$ cat src/rtl/reg_mport_ram.sv
// Multi-port register-file RAM: NR registered read ports (1-cycle latency, zero-when-idle), NW byte-masked write ports.
// Optional same-cycle write-to-read forwarding when REG_MPORT_RAM_BYPASS_EN is defined; never stalls.
module reg_mport_ram #(
  parameter  int WIDTH = 32,
  parameter  int DEPTH = 16,
  parameter  int NR    = 2,
  parameter  int NW    = 2,
  parameter  int BW    = 8,
  localparam int AW    = (DEPTH > 1) ? $clog2(DEPTH) : 1,
  localparam int NL    = WIDTH / BW
) (
  input  logic                      clk,
  input  logic                      rst,
  input  logic [NR-1:0]             re,
  input  logic [NR-1:0][AW-1:0]     ra,
  output logic [NR-1:0][WIDTH-1:0]  rd,
  output logic [NR-1:0]             rvalid,
  input  logic [NW-1:0]             we,
  input  logic [NW-1:0][AW-1:0]     wa,
  input  logic [NW-1:0][NL-1:0]     wbe,
  input  logic [NW-1:0][WIDTH-1:0]  wd
);

  logic [DEPTH-1:0][WIDTH-1:0] mem;
  logic [DEPTH-1:0][WIDTH-1:0] mem_nxt;
  logic [NR-1:0][WIDTH-1:0]    rsel;

  // Ports applied in ascending order so the highest-index port wins each lane.
  // Only entries 0..DEPTH-1 are matched, so out-of-range writes fall away.
  always_comb begin
    mem_nxt = mem;
    for (int e = 0; e < DEPTH; e++) begin
      for (int j = 0; j < NW; j++) begin
        if (we[j] && (wa[j] == AW'(e))) begin
          for (int k = 0; k < NL; k++) begin
            if (wbe[j][k]) begin
              mem_nxt[e][k*BW +: BW] = wd[j][k*BW +: BW];
            end
          end
        end
      end
    end
  end

  // Out-of-range read addresses match no entry and select zero.
  always_comb begin
    rsel = '0;
    for (int i = 0; i < NR; i++) begin
      for (int e = 0; e < DEPTH; e++) begin
        if (ra[i] == AW'(e)) begin
`ifdef REG_MPORT_RAM_BYPASS_EN
          rsel[i] = mem_nxt[e];
`else
          rsel[i] = mem[e];
`endif
        end
      end
    end
  end

  always_ff @(posedge clk) begin
    if (rst) begin
      mem    <= '0;
      rd     <= '0;
      rvalid <= '0;
    end else begin
      mem    <= mem_nxt;
      rvalid <= re;
      for (int i = 0; i < NR; i++) begin
        rd[i] <= re[i] ? rsel[i] : '0;
      end
    end
  end

endmodule

$ cat config.mk
export PLATFORM = sky130hd
export DESIGN_NAME = reg_mport_ram
export DESIGN_NICKNAME = d
export VERILOG_FILES = /design/src/rtl/reg_mport_ram.sv
export SDC_FILE = /design/constraint.sdc
export NUM_CORES = 2
export LEC_CHECK = 0
export BUFFER_PORTS_ARGS = -buffer_cell sky130_fd_sc_hd__buf_2
export CAP_MARGIN = 40
export CORE_MARGIN = 2
export CORE_UTILIZATION = 50
export DETAILED_ROUTE_END_ITERATION = 16
export PLACE_DENSITY = 0.76
export SYNTH_ARGS = -nofsm -noshare
export SYNTH_HDL_FRONTEND = slang
export SYNTH_SLANG_ARGS = --single-unit
$ cat constraint.sdc
create_clock -name clk -period 5.1 [get_ports clk]
set_clock_uncertainty 0.1 [all_clocks]
set_input_delay 0.51 -clock clk [delete_from_list [all_inputs] [get_ports clk]]
set_output_delay 0.51 -clock clk [all_outputs]
set_load 0.01 [all_outputs]
==> out/results.tsv <==
metric	value	unit
startpoint_type	input port	
yosys-top-cells-count	nand2_1 (754), nor2_1 (670), dfxtp_1 (578)	
r2r-end	rd[61]	
grt_pass1_vias	36400	
slew-limit-headroom	22.9	%
timing.rr.start	mem[29]	
cts_tree	built	
drive_gt1_share	11.3	%
hold_viol_final	0	
rsz0062_at_grt	no	
seqCellArea	11600	um^2
synth_nets	4747	
numCtsBuffers	68	
synth_most_common_cell	nand2_1	
netlist_area	34400	um^2
ys_seq_elements	578	
tightest_slew	1.16	ns
multi_input_area	20500	um^2
fp.dieW	266	um
routed_wl	169	mm
fin_crit	3.29	ns
avgViaCountPerCell	7.48	
end_kind	register	
clock_path_buffers	3	
ys_top_cells_by_area	dfxtp_1 (34%), a311oi_1 (13%), nand2_1 (8.2%)	
hpwl	115	mm
area_delta_synth_final	8.82	%
drv_slew	0	
h-tree-depth	3	
reg2reg_depth	5	
fin_tns_setup	0	ns
status	finished clean	
crit_fanout	45	
rrSetupSlack	2.63	ns
hold-worst-slack	0.262	ns
grt_use_total	46.2	%
num_vias	40300	
total_power	11.5	mW
die_h	266	um
maxCapViolations	0	
gp_congestion	1.08	
synth_ff_type	dfxtp_1	
rows	96	
fin_crit_sh	64.6	%
avgSynthCellArea	7.39	um^2
grt_antenna_before_repair	8	
synth_edf_count	0	
cts_resized	0	
fmax	303	MHz
cp.required	5.53	ns
arrival	3.72	ns
worstHoldStart	wd[63]	
first_iter_violations	7186	
dr.pass1.iters	13	
grt_max_degree	210	
postCtsSetupRepairBufs	0	
peakVddDrop	0.234	mV
clk_pin_slew_worst_paths	0.06	ns
num_io_pins	160	
grt_pass1_wl	245	mm
postSynthCellCount	4653	
die_area	70900	um^2
worst_skew_pair.late_latency	0.65	ns
ant_nets	0	
async_flop_share	0	%
ys_warn_count	0	
min_to	mem[95]	
synth_top_area_share	33.7	%
cts_hold_buf	0	
nFillCells	6423	
drc	0	
port_buffers	159	
synth_cell_types	69	
wire_per_inst	31.3	um
coreArea	68300	um^2
setup_viol	0	
clock_sinks	578	
hold_depth	3	
root_buffer	clkbuf_16	
leakagePower	12.3	nW
p_per_area	308	nW/um^2
hold_class	input port to register	
grt-ovfl-total	0	
nNetsFinal	4536	
initial_core_util	50.3	%
synth.yosys.seq_area_share	33.7	%
worstSetupPathType	input port to register	
yosys.area.top_type	dfxtp_1	
==> per-layer routing <==
metal  track usage [%]  share of wire, %
met1              54.9                34
met2              67.9                41
met3              14.2                13
met4              39.5                12
met5                 0             0.018
==> state kept, by name (all words and copies together), names as in the netlist <==
| signal | flops |
|---|---|
| mem | 512 |
| rd | 64 |
| rvalid | 2 |
==> power by group <==
part / leakage [nW] / internal [mW] / total (mW) / switching, mW
Sequential: 4.68 / 4.62 / 4.74 / 0.124
Clock: 1.18 / 3.21 / 5.34 / 2.13
Combinational: 6.41 / 0.372 / 1.46 / 1.09
==> metrics by stage <==
| stage | util [%] | area, um^2 | worst slack, ns | instances |
|---|---|---|---|---|
| after floorplan | - | 34400 | 2.94 | 4653 |
| after detailed placement | 51.1 | 34900 | 1.46 | 5248 |
| after global placement | 51.0 | 34800 | 1.50 | 5240 |
| after CTS | 54.6 | 37300 | 2.11 | 5373 |
| final | 54.7 | 37400 | 1.81 | 5382 |
| after global routing | 54.7 | 37400 | 1.87 | 5379 |
==> logic make-up after synthesis <==
kind of cell | synth area share (%)
flip-flops | 33.7
multiplexers | 7.38
AND/OR/NAND/NOR | 25.5
AO/OA/AOI/OAI | 26.7
buffers and inverters | 6.80
==> final cells by class <==
| type | instances | share of cell area, % |
|---|---|---|
| Antenna cell | 3 | 0.0201 |
| Inverter | 16 | 0.161 |
| Timing Repair Buffer | 267 | 4.64 |
| Clock inverter | 24 | 0.980 |
| Sequential cell | 578 | 30.9 |
| Clock buffer | 101 | 5.48 |
| Multi-Input combinational cell | 3511 | 54.8 |
| Tap cell | 882 | 2.95 |
==> worst max-delay path, cell delays in order <==
cell,delay (ns)
buf_4,0.64
inv_2,0.18
buf_4,0.35
nand2_1,0.57
o22ai_1,0.18
o221ai_1,0.83
a22o_1,0.32
a21oi_1,0.08
==> worst max-delay path by stage <==
| stage | start | cells past startpoint | end |
|---|---|---|---|
| global placement | ra[0] | 9 | rd[30] |
| detailed placement | ra[0] | 9 | rd[30] |
| CTS | ra[0] | 9 | rd[30] |
| finish | ra[0] | 8 | rd[6] |
| global route | ra[5] | 7 | rd[52] |
| floorplan | ra[3] | 9 | rd[12] |
==> placed cells by master, fill, tap and decap left out, drive strengths merged, types with 13 or more instances in the layout <==
master   synthesis  layout
a21o            13      13
clkbuf         366     102
a21oi          197     197
nand2b          22      22
a22oi           31      31
inv             13      17
nor2           682     682
a2111oi         19      19
buf            182     266
nor2b           20      20
o21ai          147     147
mux2            61      61
clkinv           3      13
nand2          754     754
dfxtp          578     578
mux2i          104     104
mux4            36      36
nand3          535     535
nor3            19      19
o221ai          45      45
a311oi         512     512
o22ai          146     146
a221oi          14      14
a211oi          21      21
Power figures use the tool's default switching activity.
